## config.mk

```make
export PLATFORM = sky130hd
export DESIGN_NAME = sda_axi_lite_reg_bridge
export DESIGN_NICKNAME = d
export VERILOG_FILES = /design/src/rtl/sda_axi_reg_pkg.sv /design/src/rtl/sda_reg_timeout_counter.sv /design/src/rtl/sda_axi_lite_reg_bridge.sv
export SDC_FILE = /design/constraint.sdc
export NUM_CORES = 1
export LEC_CHECK = 0
export ABC_CLOCK_PERIOD_IN_PS = 3650
export BUFFER_PORTS_ARGS = -buffer_cell sky130_fd_sc_hd__buf_2
export CAP_MARGIN = 5
export CORE_MARGIN = 10
export CORE_UTILIZATION = 25
export DETAILED_ROUTE_END_ITERATION = 8
export SKIP_CTS_REPAIR_TIMING = 1
export SLEW_MARGIN = 25
export SYNTH_ARGS = -nofsm -noshare
export SYNTH_HDL_FRONTEND = slang
export SYNTH_SLANG_ARGS = --single-unit
```

## constraint.sdc

```tcl
create_clock -name clk -period 3.65 [get_ports clk]
set_clock_uncertainty 0.05 [all_clocks]
set_input_delay 0.73 -clock clk [delete_from_list [all_inputs] [get_ports clk]]
set_output_delay 0.73 -clock clk [all_outputs]
set_load 0.03 [all_outputs]
```

## src/rtl/sda_axi_reg_pkg.sv

```systemverilog
// Shared response codes and FSM encoding for the AXI4-Lite to register-bus bridge.
package sda_axi_reg_pkg;

    localparam logic [1:0] RESP_OKAY   = 2'b00;
    localparam logic [1:0] RESP_SLVERR = 2'b10;

    typedef enum logic [1:0] {
        ST_IDLE = 2'b00,
        ST_REQ  = 2'b01,
        ST_RESP = 2'b10
    } bridgeState_e;

endpackage

```

## src/rtl/sda_reg_timeout_counter.sv

```systemverilog
// Counts cycles spent waiting for regAck; expired is high in the last allowed waiting cycle.
module sda_reg_timeout_counter #(
    parameter int TimeoutCycles = 255
) (
    input  logic clk,
    input  logic rstn,
    input  logic clear,
    input  logic enable,
    output logic expired
);

    localparam int CntW = $clog2(TimeoutCycles + 1);

    logic [CntW-1:0] count_r;

    // wait-cycle counter, restarted whenever a new request is issued
    always_ff @(posedge clk or negedge rstn) begin
        if (!rstn) begin
            count_r <= '0;
        end else if (clear) begin
            count_r <= '0;
        end else if (enable) begin
            count_r <= count_r + CntW'(1);
        end else begin
            count_r <= count_r;
        end
    end

    assign expired = enable && (count_r == CntW'(TimeoutCycles - 1));

endmodule

```

## src/rtl/sda_axi_lite_reg_bridge.sv

```systemverilog
// AXI4-Lite slave issuing one register-bus transaction at a time, alternating reads and writes.
// Optional no-ack recovery with SLVERR is enabled by defining SDA_REG_BRIDGE_TIMEOUT_EN.
module sda_axi_lite_reg_bridge
    import sda_axi_reg_pkg::*;
#(
    parameter int RegAddrWidth  = 8,
    parameter int TimeoutCycles = 255
) (
    input  logic                    clk,
    input  logic                    rstn,
    input  logic                    s_axi_awvalid,
    output logic                    s_axi_awready,
    input  logic [RegAddrWidth-1:0] s_axi_awaddr,
    input  logic                    s_axi_wvalid,
    output logic                    s_axi_wready,
    input  logic [31:0]             s_axi_wdata,
    input  logic [3:0]              s_axi_wstrb,
    output logic                    s_axi_bvalid,
    input  logic                    s_axi_bready,
    output logic [1:0]              s_axi_bresp,
    input  logic                    s_axi_arvalid,
    output logic                    s_axi_arready,
    input  logic [RegAddrWidth-1:0] s_axi_araddr,
    output logic                    s_axi_rvalid,
    input  logic                    s_axi_rready,
    output logic [31:0]             s_axi_rdata,
    output logic [1:0]              s_axi_rresp,
    output logic                    regReq,
    output logic                    regWriteEn,
    output logic [RegAddrWidth-1:0] regAddr,
    output logic [31:0]             regWData,
    output logic [3:0]              regWStrb,
    input  logic                    regAck,
    input  logic [31:0]             regRData
);

    localparam logic [RegAddrWidth-1:0] AlignMask = {{(RegAddrWidth-2){1'b1}}, 2'b00};

    bridgeState_e state_r, nextState_s;
    logic awFull_r, wFull_r, arFull_r, awReady_r, wReady_r, arReady_r;
    logic awFullNext_s, wFullNext_s, arFullNext_s, clearW_s, clearR_s;
    logic [RegAddrWidth-1:0] awAddr_r, arAddr_r, regAddr_r, regAddrNext_s;
    logic [31:0] wData_r, regWData_r, regWDataNext_s, rData_r, rDataNext_s;
    logic [3:0]  wStrb_r, regWStrb_r, regWStrbNext_s;
    logic regReq_r, regReqNext_s, regWriteEn_r, regWriteEnNext_s;
    logic bValid_r, bValidNext_s, rValid_r, rValidNext_s;
    logic lastWasWrite_r, lastWasWriteNext_s;
    logic awHs_s, wHs_s, arHs_s;

    assign awHs_s = s_axi_awvalid && awReady_r;
    assign wHs_s  = s_axi_wvalid && wReady_r;
    assign arHs_s = s_axi_arvalid && arReady_r;

`ifdef SDA_REG_BRIDGE_TIMEOUT_EN
    logic [1:0] bResp_r, bRespNext_s, rResp_r, rRespNext_s;
    logic reqExpired_s;

    sda_reg_timeout_counter #(.TimeoutCycles(TimeoutCycles)) u_timeout (
        .clk     (clk),
        .rstn    (rstn),
        .clear   ((state_r == ST_IDLE) && (nextState_s == ST_REQ)),
        .enable  (state_r == ST_REQ),
        .expired (reqExpired_s)
    );

    assign s_axi_bresp = bResp_r;
    assign s_axi_rresp = rResp_r;
`else
    assign s_axi_bresp = RESP_OKAY;
    assign s_axi_rresp = RESP_OKAY;
`endif

    // holding-register occupancy: a grant's completion frees the slot, a handshake fills it
    always_comb begin
        awFullNext_s = awFull_r;
        wFullNext_s  = wFull_r;
        arFullNext_s = arFull_r;
        if (clearW_s) begin
            awFullNext_s = 1'b0;
            wFullNext_s  = 1'b0;
        end else begin
            awFullNext_s = awFull_r || awHs_s;
            wFullNext_s  = wFull_r || wHs_s;
        end
        if (clearR_s) begin
            arFullNext_s = 1'b0;
        end else begin
            arFullNext_s = arFull_r || arHs_s;
        end
    end

    // AW/W/AR holding registers and their registered readies
    always_ff @(posedge clk or negedge rstn) begin
        if (!rstn) begin
            awFull_r <= 1'b0; wFull_r <= 1'b0; arFull_r <= 1'b0;
            awReady_r <= 1'b0; wReady_r <= 1'b0; arReady_r <= 1'b0;
            awAddr_r <= '0; arAddr_r <= '0; wData_r <= 32'h0; wStrb_r <= 4'h0;
        end else begin
            awFull_r  <= awFullNext_s;
            wFull_r   <= wFullNext_s;
            arFull_r  <= arFullNext_s;
            awReady_r <= ~awFullNext_s;
            wReady_r  <= ~wFullNext_s;
            arReady_r <= ~arFullNext_s;
            if (awHs_s) awAddr_r <= s_axi_awaddr;
            if (arHs_s) arAddr_r <= s_axi_araddr;
            if (wHs_s) begin
                wData_r <= s_axi_wdata;
                wStrb_r <= s_axi_wstrb;
            end
        end
    end

    // transaction FSM: arbitrate, hold the request until ack, then present the response
    always_comb begin
        nextState_s        = state_r;
        regReqNext_s       = regReq_r;
        regWriteEnNext_s   = regWriteEn_r;
        regAddrNext_s      = regAddr_r;
        regWDataNext_s     = regWData_r;
        regWStrbNext_s     = regWStrb_r;
        bValidNext_s       = bValid_r;
        rValidNext_s       = rValid_r;
        rDataNext_s        = rData_r;
        lastWasWriteNext_s = lastWasWrite_r;
        clearW_s           = 1'b0;
        clearR_s           = 1'b0;
`ifdef SDA_REG_BRIDGE_TIMEOUT_EN
        bRespNext_s = bResp_r;
        rRespNext_s = rResp_r;
`endif
        case (state_r)
            ST_IDLE: begin
                if (awFull_r && wFull_r && (!arFull_r || !lastWasWrite_r)) begin
                    nextState_s      = ST_REQ;
                    regReqNext_s     = 1'b1;
                    regWriteEnNext_s = 1'b1;
                    regAddrNext_s    = awAddr_r & AlignMask;
                    regWDataNext_s   = wData_r;
                    regWStrbNext_s   = wStrb_r;
                end else if (arFull_r) begin
                    nextState_s      = ST_REQ;
                    regReqNext_s     = 1'b1;
                    regWriteEnNext_s = 1'b0;
                    regAddrNext_s    = arAddr_r & AlignMask;
                end else begin
                    nextState_s = ST_IDLE;
                end
            end
            ST_REQ: begin
                if (regAck) begin
                    nextState_s  = ST_RESP;
                    regReqNext_s = 1'b0;
                    clearW_s     = regWriteEn_r;
                    clearR_s     = ~regWriteEn_r;
                    bValidNext_s = regWriteEn_r;
                    rValidNext_s = ~regWriteEn_r;
                    if (!regWriteEn_r) rDataNext_s = regRData;
`ifdef SDA_REG_BRIDGE_TIMEOUT_EN
                    if (regWriteEn_r) bRespNext_s = RESP_OKAY;
                    else rRespNext_s = RESP_OKAY;
                end else if (reqExpired_s) begin
                    nextState_s  = ST_RESP;
                    regReqNext_s = 1'b0;
                    clearW_s     = regWriteEn_r;
                    clearR_s     = ~regWriteEn_r;
                    bValidNext_s = regWriteEn_r;
                    rValidNext_s = ~regWriteEn_r;
                    if (regWriteEn_r) begin
                        bRespNext_s = RESP_SLVERR;
                    end else begin
                        rRespNext_s = RESP_SLVERR;
                        rDataNext_s = 32'h0;
                    end
`endif
                end else begin
                    nextState_s = ST_REQ;
                end
            end
            ST_RESP: begin
                if (regWriteEn_r && s_axi_bready) begin
                    nextState_s        = ST_IDLE;
                    bValidNext_s       = 1'b0;
                    lastWasWriteNext_s = 1'b1;
                end else if (!regWriteEn_r && s_axi_rready) begin
                    nextState_s        = ST_IDLE;
                    rValidNext_s       = 1'b0;
                    lastWasWriteNext_s = 1'b0;
                end else begin
                    nextState_s = ST_RESP;
                end
            end
            default: begin
                nextState_s  = ST_IDLE;
                regReqNext_s = 1'b0;
                bValidNext_s = 1'b0;
                rValidNext_s = 1'b0;
            end
        endcase
    end

    // FSM state and registered register-bus / response outputs
    always_ff @(posedge clk or negedge rstn) begin
        if (!rstn) begin
            state_r <= ST_IDLE;
            regReq_r <= 1'b0; regWriteEn_r <= 1'b0; regAddr_r <= '0;
            regWData_r <= 32'h0; regWStrb_r <= 4'h0;
            bValid_r <= 1'b0; rValid_r <= 1'b0; rData_r <= 32'h0;
            lastWasWrite_r <= 1'b0;
`ifdef SDA_REG_BRIDGE_TIMEOUT_EN
            bResp_r <= RESP_OKAY; rResp_r <= RESP_OKAY;
`endif
        end else begin
            state_r <= nextState_s;
            regReq_r <= regReqNext_s; regWriteEn_r <= regWriteEnNext_s;
            regAddr_r <= regAddrNext_s; regWData_r <= regWDataNext_s;
            regWStrb_r <= regWStrbNext_s;
            bValid_r <= bValidNext_s; rValid_r <= rValidNext_s; rData_r <= rDataNext_s;
            lastWasWrite_r <= lastWasWriteNext_s;
`ifdef SDA_REG_BRIDGE_TIMEOUT_EN
            bResp_r <= bRespNext_s; rResp_r <= rRespNext_s;
`endif
        end
    end

    assign s_axi_awready = awReady_r;
    assign s_axi_wready  = wReady_r;
    assign s_axi_arready = arReady_r;
    assign s_axi_bvalid  = bValid_r;
    assign s_axi_rvalid  = rValid_r;
    assign s_axi_rdata   = rData_r;
    assign regReq        = regReq_r;
    assign regWriteEn    = regWriteEn_r;
    assign regAddr       = regAddr_r;
    assign regWData      = regWData_r;
    assign regWStrb      = regWStrb_r;

endmodule

```

==> results of run 1 <==
-- cell families after synthesis --
logic type	after synthesis	share of synthesized area, %
compound gates	35	3.82
mux	118	26.7
flops	135	63.0
simple gates	27	3.24
buf+inv	22	3.17
other cells	1	0.0699
-- final cells by class --
cell class | count | area, um^2 | area share, %
clock buffers | 18 | 439 | 6.24
clock inverters | 14 | 139 | 1.97
inverters | 2 | 7.51 | 0.107
multi-input cells | 186 | 1840 | 26.1
flip-flops and latches | 135 | 3380 | 48.0
well taps | 275 | 344 | 4.89
repair buffers | 170 | 887 | 12.6
-- metrics by stage --
step / instances / hold slack, ns / utilization (%) / power (W)
finish: 800 / 0.252 / 33.4 / 0.00745
global route: 800 / 0.286 / 33.4 / 0.00794
CTS: 800 / 0.266 / 33.4 / 0.00760
detailed placement: 768 / 0.424 / 30.6 / 0.00587
global placement: 768 / 0.414 / 30.6 / 0.00574
floorplan: 343 / 0.384 / - / 0.00495
-- state kept, by name (all words and copies together) (netlist names), 2 cells and up --
register	flops
s_axi_rdata	32
regWData	32
wData_r	32
regAddr	6
arAddr_r	6
regWStrb	4
wStrb_r	4
state_r	2
awAddr_r	6
-- synthesized netlist by cell type --
master	count	area [um^2]
a21boi_0	1	7.51
a21o_1	4	30.0
a21oi_1	10	50.1
a31oi_1	6	37.5
and2_1	4	25.0
and3b_1	1	8.76
buf_2	4	20.0
buf_4	8	60.1
buf_6	7	78.8
clkbuf_1	1	3.75
conb_1	1	3.75
dfrtp_1	135	3380
inv_1	2	7.51
mux2_1	4	45.0
mux2_2	83	935
mux2_4	29	435
mux2i_1	2	20.0
nand2_1	5	18.8
nand2_2	1	6.26
nand3_1	6	30.0
nand3_4	1	17.5
nor2_1	2	7.51
nor2_4	1	11.3
nor2b_1	2	12.5
nor3_4	1	16.3
nor3b_1	1	7.51
o21a_1	3	22.5
o21ai_0	10	50.1
o21bai_1	1	7.51
or2_2	2	12.5
-- metal layers --
layer / global-route usage, % / wire length (um)
met3: 4.78 / 1140
met1: 11.0 / 5430
met2: 16.2 / 6740
met5: 0 / 0
met4: 3.25 / 145
-- power by group --
group / switching (W) / leakage, nW / internal [W] / total, W
sequential: 0.000437 / 1.60 / 0.00226 / 0.00270
combinational: 0.00177 / 1.49 / 0.00130 / 0.00307
clock: 0.000701 / 0.277 / 0.000974 / 0.00167
-- placed cells by master, fill, tap and decap left out --
cell	n
dfrtp_1	135
nor3b_1	1
buf_2	167
nor2_1	2
nand2_2	1
mux2_4	29
o21bai_1	1
bufinv_16	1
a21o_1	4
nor2_4	1
a21boi_0	1
clkinv_4	2
buf_12	2
inv_8	1
mux2_2	83
mux2i_1	2
nand3_1	6
inv_1	2
clkinvlp_4	3
and2_4	1
a21oi_1	10
clkbuf_8	1
o21ai_0	10
nor2b_1	2
conb_1	6
clkinv_2	1
buf_6	1
clkbuf_16	17
nor3_4	1
or2_2	2
and3b_1	1
inv_6	6
o21a_1	3
mux2_1	4
a31oi_1	6
nand3_4	1
and2_1	3
nand2_1	5
-- worst min-delay path by stage --
stage,start,end,cells past startpoint
4_1_cts,rstn,s_axi_rdata[0],1
2_1_floorplan,rstn,arAddr_r[2],0
6_report,rstn,arAddr_r[6],1
5_1_grt,rstn,s_axi_rdata[0],1
3_5_place_dp,regReq,regReq,1
3_3_place_gp,s_axi_rdata[28],s_axi_rdata[28],1
==> results.json, run 1 <==
{
  "ant_nets": 0,
  "start_kind": "register",
  "outcome": "finished, final reports clean",
  "startpoint": "state_r[1]",
  "vias_per_cell": 4.25,
  "grt_use_total_pct": 9.88,
  "drt_iter0_drc": 145,
  "cts_buffers": 17,
  "yosys_warnings": 0,
  "critical_path.cell_chain": "nor2_4, nand3_4, mux2_4",
  "ys_ff_latch": 135,
  "hold_class": "input pin to asynchronous set/reset pin",
  "dpl.hpwl_mm": 9.90,
  "synth_cells": 338,
  "start_util_pct": 25.4,
  "design_area_um2": 7030,
  "setup_slack_ns": 1.50,
  "path_clk_slew_ns": 0.06,
  "drv_slew": 0,
  "required_ns": 3.89,
  "worstSetupPathDepth": 3,
  "port_buffers": 168,
  "n_fill_cell": 2088,
  "leakagePower_nw": 3.37,
  "grt_start_max_net_pins": 72,
  "row_count": 53,
  "cts_buffer_depth": 2,
  "clock_latency_ns": 0.41,
  "worstReg2RegEnd": "regWData[21]",
  "grt_antenna_before_repair": 1,
  "grt_overflow": 0,
  "p_per_area_nw_per_um2": 1060,
  "worst-slew-pin-transition_ns": 0.820,
  "antennaDiodeCount": 0,
  "avgSynthCellArea_um2": 15.9,
  "reg2reg_depth": 3,
  "yosysSeqAreaShare_pct": 63.0,
  "chipHeight_um": 167,
  "critical_path_class": "register to register",
  "nNetsFinal": 604,
  "worstPathMaxFanout": 37,
  "slowest_stage": "nand3_4",
  "dpl_cell_area_um2": 6450,
  "drc": 0,
  "vias": 3396,
  "cts.sinks": 135,
  "max_stage_delay_ns": 0.64,
  "r2r_start": "state_r[1]",
  "critPathBufInv": 0,
  "fin_crit_sh_pct": 58.9,
  "cts_max_level": 4,
  "die_x_um": 167,
  "ir_worst_vdd_uv": 447,
  "crit_path_end_kind": "register",
  "place_congestion": 0.746,
  "wl_per_cell_um": 16.8,
  "die_area_um2": 27700,
  "dp_slack_ns": 1.24,
  "crit_end": "regWData[21]",
  "fin_setup_tns_ns": 0,
  "core_area_um2": 21100,
  "areaGrowthSynthToFinish_pct": 31.1,
  "maxSlewHeadroom_pct": 45.2,
  "syn_area_um2": 5370,
  "crit_arrival_ns": 2.39,
  "ios": 179,
  "worst_path_dominant_cell_family": "simple AND/OR/NAND/NOR gates",
  "grt_pass1_wl_mm": 22.0,
  "setup_viol": 0,
  "drive_gt1_share_pct": 61.1,
  "rsz0062_at_grt": "false",
  "routed_wl_mm": 13.5,
  "synth_cell_type_count": 30,
  "cts_tree": "built",
  "root_buffer": "clkbuf_16",
  "min_period_ns": 2.15,
  "reg2reg_slack_ns": 1.50,
  "clock.fmax_mhz": 465,
  "grt_pass1_vias": 3892,
  "maxCapViolations": 0,
  "hold_viol_final": 0,
  "dr.pass1.iters": 4
}
Power figures use the tool's default switching activity.
==> inputs of run 2 (changes only) <==
Settings changed: ABC_CLOCK_PERIOD_IN_PS 3650 to 2040.
Clock period 3.65 ns to 2.04 ns, I/O delays scaled along.
==> run 2 against run 1 <==
- flip-flop and latch count did not move
- core utilization rose by 0.40 points
- critical endpoint is now s_axi_rdata[17]
- final cell count rose by 0.75%
==> results.json, run 2 (synthesis gave the netlist of run 1 again) <==
{
  "wl_per_cell_um": 16.5,
  "rsz0062_at_grt": "false",
  "cts_tree": "built",
  "start_util_pct": 25.4,
  "setup_slack_ns": 0.262,
  "dpl.hpwl_mm": 9.88,
  "drive_gt1_share_pct": 61.2,
  "crit_arrival_ns": 2.02,
  "path_clk_slew_ns": 0.06,
  "setup_viol": 0,
  "vias_per_cell": 4.13,
  "critical_path_class": "register to register",
  "min_period_ns": 1.78,
  "cts_buffer_depth": 2,
  "drc": 0,
  "start_kind": "register",
  "outcome": "finished, final reports clean",
  "grt_use_total_pct": 9.71,
  "clock.fmax_mhz": 562,
  "fin_util_pct": 33.8,
  "port_buffers": 168,
  "fin_setup_tns_ns": 0,
  "die_x_um": 167,
  "hold_viol_final": 0,
  "chipHeight_um": 167,
  "most-common-layout-cells": "167 x buf_2, 135 x dfrtp_1, 83 x mux2_2",
  "p_per_area_nw_per_um2": 1900,
  "die_area_um2": 27700,
  "worst-slew-pin-transition_ns": 0.725,
  "grt_overflow": 0,
  "grt_start_max_net_pins": 136,
  "core_area_um2": 21100,
  "ant_nets": 0,
  "required_ns": 2.28,
  "routed_wl_mm": 13.3,
  "leakagePower_nw": 3.41,
  "cts_max_level": 4,
  "drt_iter0_drc": 131,
  "ir_worst_vdd_uv": 832,
  "row_count": 53,
  "dr.pass1.iters": 4,
  "cts_buffers": 17,
  "worstPathMaxFanout": 20,
  "final_common_cell": "buf_2",
  "dpl_cell_area_um2": 6510,
  "maxCapViolations": 0,
  "crit_path_end_kind": "register",
  "nNetsFinal": 608,
  "design_area_um2": 7120,
  "finalNonFillerCells": 806,
  "clock_latency_ns": 0.41,
  "place_congestion": 0.767,
  "cts.sinks": 135,
  "ios": 179,
  "maxSlewHeadroom_pct": 51.7,
  "grt_pass1_wl_mm": 21.5,
  "dp_slack_ns": 0.282,
  "slowest_stage": "dfrtp_1",
  "fin_crit_sh_pct": 87.2,
  "hold_class": "input pin to asynchronous set/reset pin",
  "critical_path.cell_chain": "nand2_2, nor3_4, buf_4, mux2_2",
  "worst_path_dominant_cell_family": "flip-flops",
  "root_buffer": "clkbuf_16",
  "dp.cells": 772,
  "grt_antenna_before_repair": 3,
  "max_stage_delay_ns": 0.52,
  "drv_slew": 0,
  "vias": 3326,
  "critPathBufInv": 1,
  "grt_pass1_vias": 3809,
  "areaGrowthSynthToFinish_pct": 32.7
}
## run 2: changes by cell type in the layout (fill, tap and decap cells not counted), moves of 2 or more
cell and change:
inv_6 -4, buf_12 +2, clkinv_4 +2, bufinv_16 +2
buf_4 +2, diode_2 +2
## run 2: final cells by class
| class | count | area (um^2) |
|---|---|---|
| fillers | 2113 | 14000 |
| repair buffers | 174 | 942 |
| inverters | 2 | 7.51 |
| clock inverters | 14 | 175 |
| well taps | 275 | 344 |
| clock buffers | 18 | 429 |
| multi-input cells | 186 | 1840 |
| flip-flops and latches | 135 | 3380 |
| diodes | 2 | 5.00 |
## run 2: final timing paths
path | from | endpoint | slack [ns] | cells past startpoint
hold reg to reg | regReq | regReq | 0.43 | 1
min in group clk | regRData[27] | s_axi_rdata[27] | 0.17 | 2
max in group asynchronous | rstn | wData_r[22] | 1.36 | 2
setup / recovery | state_r[0] | s_axi_rdata[17] | 0.26 | 4
hold / removal | rstn | s_axi_rdata[10] | 0.05 | 2
setup reg to reg | state_r[0] | s_axi_rdata[17] | 0.26 | 4
## run 2: worst reg2reg max path: cells and delay by family, from the launching register on
family	cells	cell delay, ns
and+or+nand+nor	2	0.39
DFF	1	0.52
buffers and inverters	1	0.32
muxes	1	0.38
## run 2: stage by stage
stage | hold slack, ns | power, W
final | 0.0457 | 0.0135
after detailed placement | 0.420 | 0.0106
after global placement | 0.415 | 0.0103
after floorplan | 0.0624 | 0.00886
after CTS | 0.0781 | 0.0138
after global routing | 0.0823 | 0.0144
## run 2: metal layers
metal	up-vias	track usage, %	share of wire [%]
li1	1547	-	-
met3	13	4.59	7.7
met2	111	15.4	48
met1	1653	11.3	43
met5	-	0	0.098
met4	2	3.09	1.2
## run 2: report_power, final
part,switching (W),internal [W]
Sequential,0.000770,0.00405
Combinational,0.00318,0.00237
Clock,0.00119,0.00193
